**config.mk**
```make
export PLATFORM = sky130hd
export DESIGN_NAME = dota_sample_ctrl_flat
export DESIGN_NICKNAME = d
export VERILOG_FILES = /design/src/rtl/dota_pkg.sv /design/src/rtl/dota_sample_ctrl_if.sv /design/src/rtl/dota_sample_ctrl_sync2.sv /design/src/rtl/dota_sample_ctrl.sv /design/src/flat_wrapper.sv
export SDC_FILE = /design/constraint.sdc
export NUM_CORES = 1
export LEC_CHECK = 0
export CORE_ASPECT_RATIO = 0.6
export CORE_MARGIN = 2
export CORE_UTILIZATION = 30
export CTS_CLUSTER_SIZE = 14
export DETAILED_ROUTE_END_ITERATION = 10
export GPL_TIMING_DRIVEN = 0
export SLEW_MARGIN = 0
export SYNTH_ARGS = -nofsm -noshare
export SYNTH_HDL_FRONTEND = slang
export SYNTH_HIERARCHICAL = 1
export SYNTH_SLANG_ARGS = --single-unit
```
**constraint.sdc**
```tcl
create_clock -name clk -period 2.7 [get_ports clk]
set_input_delay 0.27 -clock clk [delete_from_list [all_inputs] [get_ports clk]]
set_output_delay 0.27 -clock clk [all_outputs]
set_load 0.02 [all_outputs]
```
**src/rtl/dota_pkg.sv**
```systemverilog
// -----------------------------------------------------------------------------
// dota_pkg
//   Shared types and default widths for the OTA sample sequencer.
//   - state_t      : sequencer FSM state (2-bit encoding)
//   - *_W_DEF      : default widths for settle length, sample count and the
//                    statistics counters
// -----------------------------------------------------------------------------
package dota_pkg;

    typedef enum logic [1:0] {
        IDLE   = 2'd0,
        SETTLE = 2'd1,
        SAMPLE = 2'd2,
        REPORT = 2'd3
    } state_t;

    localparam int SETTLE_W_DEF = 8;
    localparam int NSAMP_W_DEF  = 4;
    localparam int STAT_W_DEF   = 16;

endpackage

```
**src/rtl/dota_sample_ctrl_if.sv**
```systemverilog
// -----------------------------------------------------------------------------
// dota_sample_ctrl_if
//   Result hand-off port of the OTA sample sequencer.
//   Signals:
//     res_valid  producer -> consumer  decision available
//     res_ready  consumer -> producer  consumer accepts decision
//     res_bit    producer -> consumer  majority decision
//     res_ones   producer -> consumer  number of 1 samples behind the decision
//   Modports: master (sequencer side), slave (consumer side).
//
//   Handshake: a transfer happens on every rising clk edge where res_valid and
//   res_ready are both high. Once res_valid is raised, res_valid, res_bit and
//   res_ones hold stable until that transfer; res_valid never depends
//   combinationally on res_ready, and res_ready may be held high in advance.
// -----------------------------------------------------------------------------
interface dota_sample_ctrl_if
    import dota_pkg::*;
#(
    parameter int NSAMP_W = NSAMP_W_DEF
) ();

    logic               res_valid;
    logic               res_ready;
    logic               res_bit;
    logic [NSAMP_W:0]   res_ones;

    modport master (
        output res_valid,
        output res_bit,
        output res_ones,
        input  res_ready
    );

    modport slave (
        input  res_valid,
        input  res_bit,
        input  res_ones,
        output res_ready
    );

endinterface

```
**src/rtl/dota_sample_ctrl_sync2.sv**
```systemverilog
// -----------------------------------------------------------------------------
// dota_sync2
//   Two-flop synchronizer for a single asynchronous bit.
//   Ports:
//     clk    in   destination clock
//     rst_n  in   asynchronous active-low reset, both flops clear to 0
//     d_i    in   asynchronous input
//     q_o    out  synchronized output (second flop)
// -----------------------------------------------------------------------------
module dota_sync2 (
    input  logic clk,
    input  logic rst_n,
    input  logic d_i,
    output logic q_o
);

    logic meta_q;
    logic sync_q;

    always_ff @(posedge clk or negedge rst_n) begin
        if (!rst_n) begin
            meta_q <= 1'b0;
            sync_q <= 1'b0;
        end else begin
            meta_q <= d_i;
            sync_q <= meta_q;
        end
    end

    assign q_o = sync_q;

endmodule

```
**src/rtl/dota_sample_ctrl.sv**
```systemverilog
// -----------------------------------------------------------------------------
// dota_sample_ctrl
//   Sequencer for the digital-gate OTA/comparator. Powers the OTA, waits a
//   programmable settle time, takes N synchronized samples of its output,
//   majority-votes them and hands the decision off on a valid/ready port.
//
//   Ports:
//     clk, rst_n         clock, asynchronous active-low reset
//     ena                block enable; low aborts to IDLE on the next edge
//     start              1-cycle pulse, starts a conversion from IDLE
//     cfg_cont           continuous mode (latched at start)
//     cfg_settle         settle cycles minus one (latched at start)
//     cfg_nsamp          sample count minus one (latched at start)
//     cmp_in             raw, asynchronous OTA output
//     ota_en             OTA enable / bias gate
//     busy               high in every state except IDLE
//     stat_conv, stat_hi delivered / delivered-high decision counters
//     dbg_state_o        current FSM state
//     res_if             result port (master modport of dota_sample_ctrl_if)
//
//   Optional feature macro: DOTA_STATS_EN
//     defined   -> saturating stat_conv/stat_hi counters, cleared only by rst_n
//     undefined -> stat_conv/stat_hi tied to 0, no counter flops
// -----------------------------------------------------------------------------
module dota_sample_ctrl
    import dota_pkg::*;
#(
    parameter int SETTLE_W = SETTLE_W_DEF,
    parameter int NSAMP_W  = NSAMP_W_DEF,
    parameter int STAT_W   = STAT_W_DEF
) (
    input  logic                clk,
    input  logic                rst_n,
    input  logic                ena,
    input  logic                start,
    input  logic                cfg_cont,
    input  logic [SETTLE_W-1:0] cfg_settle,
    input  logic [NSAMP_W-1:0]  cfg_nsamp,
    input  logic                cmp_in,
    output logic                ota_en,
    output logic                busy,
    output logic [STAT_W-1:0]   stat_conv,
    output logic [STAT_W-1:0]   stat_hi,
    output state_t              dbg_state_o,
    dota_sample_ctrl_if.master  res_if
);

    // One down-counter serves both the settle and the sample phase.
    localparam int CNT_W  = (SETTLE_W > NSAMP_W) ? SETTLE_W : NSAMP_W;
    localparam int ONES_W = NSAMP_W + 1;

    logic                cmp_sync;

    state_t              state_q,     state_d;
    logic [CNT_W-1:0]    cnt_q,       cnt_d;
    logic [ONES_W-1:0]   ones_q,      ones_d;
    logic [NSAMP_W-1:0]  nsamp_q,     nsamp_d;
    logic                cont_q,      cont_d;
    logic                res_bit_q,   res_bit_d;
    logic [ONES_W-1:0]   res_ones_q,  res_ones_d;
    logic                res_valid_q, res_valid_d;
    logic                ota_en_q,    ota_en_d;

    logic [ONES_W-1:0]   ones_acc;
    logic [ONES_W-1:0]   n_full;

    dota_sync2 u_cmp_sync (
        .clk   (clk),
        .rst_n (rst_n),
        .d_i   (cmp_in),
        .q_o   (cmp_sync)
    );

    // Running count including this cycle's sample, and N = nsamp+1.
    assign ones_acc = ones_q + {{NSAMP_W{1'b0}}, cmp_sync};
    assign n_full   = {1'b0, nsamp_q} + ONES_W'(1);

    // -------------------------------------------------------------------------
    // Next-state / datapath logic
    // -------------------------------------------------------------------------
    always_comb begin
        state_d    = state_q;
        cnt_d      = cnt_q;
        ones_d     = ones_q;
        nsamp_d    = nsamp_q;
        cont_d     = cont_q;
        res_bit_d  = res_bit_q;
        res_ones_d = res_ones_q;

        case (state_q)
            IDLE: begin
                if (start) begin
                    nsamp_d = cfg_nsamp;
                    cont_d  = cfg_cont;
                    cnt_d   = CNT_W'(cfg_settle);
                    ones_d  = '0;
                    state_d = SETTLE;
                end
            end

            SETTLE: begin
                if (cnt_q == '0) begin
                    cnt_d   = CNT_W'(nsamp_q);
                    ones_d  = '0;
                    state_d = SAMPLE;
                end else begin
                    cnt_d = cnt_q - CNT_W'(1);
                end
            end

            SAMPLE: begin
                ones_d = ones_acc;
                if (cnt_q == '0) begin
                    // Strict majority: 2*ones > N, so a tie resolves to 0.
                    res_ones_d = ones_acc;
                    res_bit_d  = ({ones_acc, 1'b0} > {1'b0, n_full});
                    state_d    = REPORT;
                end else begin
                    cnt_d = cnt_q - CNT_W'(1);
                end
            end

            REPORT: begin
                if (res_if.res_ready) begin
                    if (cont_q) begin
                        // Continuous mode re-samples without re-settling.
                        cnt_d   = CNT_W'(nsamp_q);
                        ones_d  = '0;
                        state_d = SAMPLE;
                    end else begin
                        state_d = IDLE;
                    end
                end
            end

            default: begin
                state_d = IDLE;
            end
        endcase

        // Disable has priority over everything, including a same-cycle start.
        if (!ena) begin
            state_d = IDLE;
            cnt_d   = '0;
            ones_d  = '0;
        end

        // Outputs are registered from the next state so they are glitch-free.
        ota_en_d    = (state_d != IDLE);
        res_valid_d = (state_d == REPORT);
    end

    // -------------------------------------------------------------------------
    // State registers
    // -------------------------------------------------------------------------
    always_ff @(posedge clk or negedge rst_n) begin
        if (!rst_n) begin
            state_q     <= IDLE;
            cnt_q       <= '0;
            ones_q      <= '0;
            nsamp_q     <= '0;
            cont_q      <= 1'b0;
            res_bit_q   <= 1'b0;
            res_ones_q  <= '0;
            res_valid_q <= 1'b0;
            ota_en_q    <= 1'b0;
        end else begin
            state_q     <= state_d;
            cnt_q       <= cnt_d;
            ones_q      <= ones_d;
            nsamp_q     <= nsamp_d;
            cont_q      <= cont_d;
            res_bit_q   <= res_bit_d;
            res_ones_q  <= res_ones_d;
            res_valid_q <= res_valid_d;
            ota_en_q    <= ota_en_d;
        end
    end

    assign ota_en           = ota_en_q;
    assign busy             = (state_q != IDLE);
    assign dbg_state_o      = state_q;
    assign res_if.res_valid = res_valid_q;
    assign res_if.res_bit   = res_bit_q;
    assign res_if.res_ones  = res_ones_q;

    // -------------------------------------------------------------------------
    // Optional delivery statistics
    // -------------------------------------------------------------------------
`ifdef DOTA_STATS_EN
    logic              hs;
    logic [STAT_W-1:0] conv_q;
    logic [STAT_W-1:0] hi_q;

    assign hs = res_valid_q & res_if.res_ready;

    // Counters saturate at all-ones and ignore ena; only rst_n clears them.
    always_ff @(posedge clk or negedge rst_n) begin
        if (!rst_n) begin
            conv_q <= '0;
            hi_q   <= '0;
        end else if (hs) begin
            if (conv_q != '1) begin
                conv_q <= conv_q + STAT_W'(1);
            end
            if (res_bit_q && (hi_q != '1)) begin
                hi_q <= hi_q + STAT_W'(1);
            end
        end
    end

    assign stat_conv = conv_q;
    assign stat_hi   = hi_q;
`else
    assign stat_conv = '0;
    assign stat_hi   = '0;
`endif

endmodule

```
**src/flat_wrapper.sv**
```systemverilog
// flat-port wrapper written by rule: the top's interface ports become plain ports
module dota_sample_ctrl_flat import dota_pkg::*;
#(
    parameter int SETTLE_W = SETTLE_W_DEF,
    parameter int NSAMP_W  = NSAMP_W_DEF,
    parameter int STAT_W   = STAT_W_DEF
)
  (clk, rst_n, ena, start, cfg_cont, cfg_settle, cfg_nsamp, cmp_in, ota_en, busy, stat_conv, stat_hi, dbg_state_o, res_if_res_valid, res_if_res_bit, res_if_res_ones, res_if_res_ready);
  dota_sample_ctrl_if #(.NSAMP_W(NSAMP_W)) res_if_i ();
  input  logic clk;
  input  logic rst_n;
  input  logic ena;
  input  logic start;
  input  logic cfg_cont;
  input  logic [SETTLE_W-1:0] cfg_settle;
  input  logic [NSAMP_W-1:0] cfg_nsamp;
  input  logic cmp_in;
  output logic ota_en;
  output logic busy;
  output logic [STAT_W-1:0] stat_conv;
  output logic [STAT_W-1:0] stat_hi;
  output state_t dbg_state_o;
  output wire logic [$bits(res_if_i.res_valid)-1:0] res_if_res_valid;
  output wire logic [$bits(res_if_i.res_bit)-1:0] res_if_res_bit;
  output wire logic [$bits(res_if_i.res_ones)-1:0] res_if_res_ones;
  input wire logic [$bits(res_if_i.res_ready)-1:0] res_if_res_ready;
  assign res_if_res_valid = res_if_i.res_valid;
  assign res_if_res_bit = res_if_i.res_bit;
  assign res_if_res_ones = res_if_i.res_ones;
  assign res_if_i.res_ready = res_if_res_ready;
  dota_sample_ctrl #(.SETTLE_W(SETTLE_W), .NSAMP_W(NSAMP_W), .STAT_W(STAT_W)) u_core (.clk(clk), .rst_n(rst_n), .ena(ena), .start(start), .cfg_cont(cfg_cont), .cfg_settle(cfg_settle), .cfg_nsamp(cfg_nsamp), .cmp_in(cmp_in), .ota_en(ota_en), .busy(busy), .stat_conv(stat_conv), .stat_hi(stat_hi), .dbg_state_o(dbg_state_o), .res_if(res_if_i));
endmodule
```
==> metrics.txt, run 1 <==
VDD IR max=0.0004340 V; DP Worst Slack=174.2 ps; HP Class=in2async; crit path max fanout=10; Setup CP Type=reg2reg; first-pass GRT wire length=8004 µm; I/O pin total=62; DRC viols=0; H-tree depth=2; Final Setup Violations=0; input/output buffers=29; core area=0.006676 mm²; Synth top cells by count=buf_4, dfrtp_1, nand2_1; fmax=0.4074 GHz; Final Wtd Congestion=0.8212; vias post-DR=1743; crit-path max cell delay=440 ps; CTS Root Cell=clkbuf_16; ys flop type=dfrtp_1; ant diodes=0; clk slew on worst S/H paths=50 ps; largest net degree at the start of global routing=31; area delta synth->final=31.99%; leak pwr=1.323 nW; post-route ant nets=0; Post-synth EDFFs=0; final hold vios=0; clock sinks=30; count leader, synth=buf_4; WHS=43.25 ps; CP Capture Type=flip-flop; slew margin rel.=53.26%; Final TNS setup=0 ps; clk_skew=4.391 ps; slowest CP cell=dfrtp_1; Yosys cell types=55; dpl cells=366; Yosys warning count=6; Mapped Avg Cell Area=9.484 µm²; Clk Latency, worst-skew pair=270 ps; Critical Path Start Type=flip-flop; WL final=4882 µm; drt wl/cell=13.05 µm; total grt overflow=0; number of max-cap violations=0; die height=68.45 µm; power per cell area=960.2 mW/mm²; Horiz. Die Dim=111.4 µm; vias per cell=4.660; vias in the first global route=1572; flops & latches, synth=30; worst path buffer plus inverter count=3; asr flop ratio synth=100.0%; clock tree buffer depth=2; Inserted Clock Buffers=5; Starting Density=31.11%; Worst Path Required=2850 ps; area leader, netlist=dfrtp_1; Tightest Pin Transition=701.1 ps; Synth top area share=36.14%; dpl hpwl=3665 µm; initial antenna violation count=0; layout cell share with drive strength beyond 1=21.60%; fin crit share=90.91%; Mapped Area=0.002077 mm²; FP Rows=23; Die Area=0.007627 mm²; final worst setup slack=245.4 ps; status=completed; TritonCTS clock tree=yes; Global Route Usage Sum=13.71%; RSZ-0062 raised after global routing=false; ranking of synthesized cells by area=dfrtp_1, buf_4, mux2_2; crit path cell chain=inv_1, ha_1, buf_2, nor3b_4, nand3_2, and3_4, buf_6, a32o_1; Crit path max-delay family=simple AND/OR/NAND/NOR gates; final cell count without fillers=374; Starting DRT DRC Count=146; DRT Pass-1 Iters=5; post-layout minimum cycle time=2455 ps; register area share after synthesis=36.14%; Post-Synthesis Cells=219; Final Power=2.632 mW; crit path DAT=2610 ps; nets=312; Slew Limit Fails=0
==> kinds of logic (layout without fill, tap and decap cells) <==
kind of cell / Yosys count / count (layout) / share of synthesized area, %
AND/OR/NAND/NOR: 62 / 62 / 17.17
AO/OA/AOI/OAI: 54 / 54 / 18.49
buffers and inverters: 47 / 84 / 15.06
flip-flops: 30 / 30 / 36.14
multiplexers: 11 / 11 / 5.783
adder cells (fa/ha/maj): 7 / 7 / 4.217
XOR/XNOR: 7 / 7 / 2.952
other: 1 / 32 / 0.1805
==> layer usage <==
| layer | up-vias | wire [µm] | track usage, % |
|---|---|---|---|
| met3 | 5 | 459 | 4.163 |
| met4 | 0 | 33 | 3.549 |
| met2 | 87 | 1856 | 19.13 |
| met5 | - | 0 | 0 |
| met1 | 793 | 2533 | 20.36 |
| li1 | 858 | - | - |
==> final cells by class <==
type | instances | area (µm²)
clock inverters | 1 | 5.005
well taps | 87 | 108.9
repair buffers | 29 | 285.3
plain buffers | 40 | 286.5
multi-input cells | 173 | 1136
clock buffers | 7 | 142.6
inverters | 7 | 26.28
flip-flops and latches | 30 | 750.7
fillers | 680 | 3935
==> registers in the layout, summed over array words and instances, names as in the netlist, 2 cells and up <==
register / count
u_core/cnt_q: 8
u_core/res_if.res_ones: 5
u_core/ones_q: 5
u_core/dbg_state_o: 2
u_core/nsamp_q: 4
==> final timing paths <==
check | startpoint | end | cells after the start | slack, ps
max | u_core/cnt_q[0] | u_core/cnt_q[2] | 8 | 250
min | rst_n | u_core/cnt_q[7] | 1 | 40
max reg2reg | u_core/cnt_q[0] | u_core/cnt_q[2] | 8 | 250
min reg2reg | u_core/u_cmp_sync/meta_q | u_core/u_cmp_sync/q_o | 0 | 350
max in group asynchronous | rst_n | u_core/res_if.res_ones[0] | 1 | 2200
min in group clk | u_core/u_cmp_sync/meta_q | u_core/u_cmp_sync/q_o | 0 | 350
==> power breakdown <==
part	leakage, nW	internal, mW	switching [mW]	total, mW
Combinational	0.856	0.593	0.755	1.35
Clock	0.0739	0.365	0.190	0.554
Sequential	0.393	0.567	0.164	0.731
Total	1.32	1.52	1.11	2.63
==> repair_timing <==
action / in CTS / in global routing
buffers inserted: 0 / 0
hold buffers: 0 / 0
setup endpoints to repair: 0 / 1
resized for setup: 0 / 1
==> metrics by stage <==
stage / utilization [%] / cell area, µm²
detailed placement: 38.76 / 2587
floorplan: - / 2193
global route: 41.06 / 2741
global placement: 38.83 / 2592
CTS: 40.97 / 2735
finish: 41.06 / 2741
==> worst reg2reg max path, stage by stage (launching register included) <==
cell and delay, ps:
dfrtp_1 440, inv_1 130, ha_1 150, buf_2 200
nor3b_4 420, nand3_2 330, and3_4 310, buf_6 130
a32o_1 230
==> cells in the final DEF (no fill, tap or decap), types with 6 or more instances in the layout <==
cell type        synthesis  final
a21oi_1                 11     11
o21ai_0                 10     10
clkbuf_1                 5      6
nand2_1                 14     14
conb_1                   1     32
clkdlybuf4s50_1          0     28
mux2_2                   8      8
xor2_1                   6      6
dfrtp_1                 30     30
nor2_1                  12     12
buf_4                   32     32
inv_1                    7      7
ha_1                     7      7
(Power assumes the default switching activity.)
==> inputs of run 2 (changes only) <==
--- a/config.mk
+++ b/config.mk
@@ -7,10 +7,11 @@
 export LEC_CHECK = 0
 export CORE_ASPECT_RATIO = 0.6
 export CORE_MARGIN = 2
-export CORE_UTILIZATION = 30
+export CORE_UTILIZATION = 47
 export CTS_CLUSTER_SIZE = 14
 export DETAILED_ROUTE_END_ITERATION = 10
 export GPL_TIMING_DRIVEN = 0
+export PLACE_DENSITY = 0.8
 export SLEW_MARGIN = 0
 export SYNTH_ARGS = -nofsm -noshare
 export SYNTH_HDL_FRONTEND = slang
==> run 2 against run 1 <==
Effect of this change:
- sequential power is essentially flat
- die area decreased by 35%
- sequential cell count is the same
- critical endpoint is now u_core/cnt_q[1]
- first-iteration DRC count decreased by 30%
- clock skew up 2.7 ps
- maximum frequency decreased by 2.7%
- non-clock buffer count unchanged
- utilization is 22 points higher
==> metrics.txt, run 2 (synthesis results as in run 1) <==
status=completed; post-route ant nets=0 (unchanged); number of max-cap violations=0 (unchanged); Clk Latency, worst-skew pair=280 ps (about the same); max reg flops=8 (unchanged); fmax=0.3964 GHz (-2.7%); r2r startpoint=u_core/cnt_q[0]; largest net degree at the start of global routing=31 (unchanged); vias per cell=5.020 (+7.7%); Starting DRT DRC Count=102 (-30%); ant diodes=0 (unchanged); final hold vios=0 (unchanged); Starting Density=49.85% (+19 points); clock tree buffer depth=2 (unchanged); Setup CP Type=reg2reg; WHS=20.79 ps (-22.46 ps); post-CTS resize count=0 (unchanged); nets=312 (unchanged); Final Wtd Congestion=0.9141 (+11%); VDD IR max=0.0004517 V (+4.1%); dpl hpwl=3665 µm (about the same); Slew Limit Fails=0 (unchanged); WL final=4712 µm (-3.5%); r2r worst-path depth=8 (unchanged); reg2reg end=u_core/cnt_q[1]; clk_skew=7.112 ps (+2.721 ps); HP Class=in2async; die height=55.49 µm (-19%); RSZ-0062 raised after global routing=false; input/output buffers=29 (unchanged); final worst setup slack=177.3 ps (-68.05 ps); largest register by flop count=u_core/cnt_q; Critical Path Start Type=flip-flop; I/O pin total=62 (unchanged); crit path DAT=2690 ps (+80 ps); DRT Pass-1 Iters=4 (-1); leak pwr=1.291 nW (-2.4%); vias post-DR=1732 (-0.63%); area delta synth->final=26.93%; clk slew on worst S/H paths=60 ps (about the same); core area=0.004167 mm² (-38%); FP Rows=18 (-22%); initial antenna violation count=0 (unchanged); Horiz. Die Dim=89.82 µm (-19%); Final Setup Violations=0 (unchanged); Post-CTS Setup Repair Bufs=0 (unchanged); total grt overflow=0 (unchanged); vias in the first global route=1624 (+3.3%); layout cell share with drive strength beyond 1=21.40% (-0.20 points); crit path max fanout=10 (unchanged); # fillers=346 (-49%); power per cell area=916.0 mW/mm² (-4.6%); hold_buf cts=0 (unchanged); H-tree depth=2 (unchanged); Final TNS setup=0 ps (unchanged); commonest cells after routing, fill and taps aside=buf_4, conb_1, dfrtp_1; Global Route Usage Sum=19.27% (+5.6 points); DP Worst Slack=235.7 ps (+61.51 ps); Worst R2R Setup Slack=180 ps (-70 ps); post-layout minimum cycle time=2523 ps (+68.05 ps); drt wl/cell=13.66 µm (+4.6%); Final Power=2.415 mW (-8.3%); CP Capture Type=flip-flop; first-pass GRT wire length=7631 µm (-4.7%); slew margin rel.=55.92% (+2.7 points); CTS Root Cell=clkbuf_8; Inserted Clock Buffers=5 (unchanged); Final Util=63.27% (+22 points); Die Area=0.004984 mm² (-35%); fin crit share=93.43% (+2.5 points); TritonCTS clock tree=yes; Tightest Pin Transition=661.3 ps (-39.80 ps); DRC viols=0 (unchanged); Worst Path Required=2870 ps (+20 ps); clock sinks=30 (unchanged)
run 2: metrics by stage:
stage | std cells | cell area [µm²]
floorplan | 250 | 2193
global placement | 339 | 2559
detailed placement | 339 | 2559
CTS | 345 | 2641
global route | 345 | 2636
finish | 345 | 2636
run 2: area by class of cell:
class | instances | area (µm²) | area share (%)
Buffer | 40 | 286.5 | 10.87
Clock buffer | 6 | 82.58 | 3.132
Inverter | 7 | 26.28 | 0.9967
Multi-Input combinational cell | 173 | 1130 | 42.86
Sequential cell | 30 | 750.7 | 28.48
Tap cell | 60 | 75.07 | 2.848
Timing Repair Buffer | 29 | 285.3 | 10.82
run 2: how the worst max path moves through the flow:
| stage | startpoint | end | cells past startpoint |
|---|---|---|---|
| 6_report | u_core/cnt_q[0] | u_core/cnt_q[1] | 8 |
| 3_3_place_gp | u_core/cnt_q[0] | u_core/cnt_q[2] | 8 |
| 2_1_floorplan | u_core/ones_q[0] | u_core/res_if.res_bit | 10 |
| 3_5_place_dp | u_core/cnt_q[0] | u_core/cnt_q[1] | 8 |
| 5_1_grt | u_core/cnt_q[0] | u_core/cnt_q[5] | 8 |
| 4_1_cts | u_core/cnt_q[0] | u_core/cnt_q[1] | 8 |
run 2: layer usage:
layer,vias up,routed length [µm],global-route usage (%)
met5,-,0,0
met4,0,25,4.176
met3,4,466,6.139
met2,80,1932,28.68
met1,793,2288,27.62
li1,855,-,-
run 2: power breakdown:
part / switching, mW / total [mW] / internal, mW
sequential: 0.166 / 0.731 / 0.566
combinational: 0.749 / 1.33 / 0.582
clock: 0.156 / 0.352 / 0.196
run 2: critical path: stages, from the launching register on:
cell,delay (ps)
dfrtp_1,450
inv_1,130
ha_1,140
buf_2,180
nor3b_2,510
nand3_2,350
and3_4,300
buf_6,130
a32o_1,220
==> inputs of run 3 (changes only) <==
--- a/config.mk
+++ b/config.mk
@@ -5,9 +5,11 @@
 export SDC_FILE = /design/constraint.sdc
 export NUM_CORES = 1
 export LEC_CHECK = 0
+export ABC_CLOCK_PERIOD_IN_PS = 2700
 export CORE_ASPECT_RATIO = 0.6
 export CORE_MARGIN = 2
 export CORE_UTILIZATION = 47
+export CTS_CLUSTER_DIAMETER = 40
 export CTS_CLUSTER_SIZE = 14
 export DETAILED_ROUTE_END_ITERATION = 10
 export GPL_TIMING_DRIVEN = 0
==> results of run 3 <==
Final layout, timing and power as in run 2 (identical DEF).
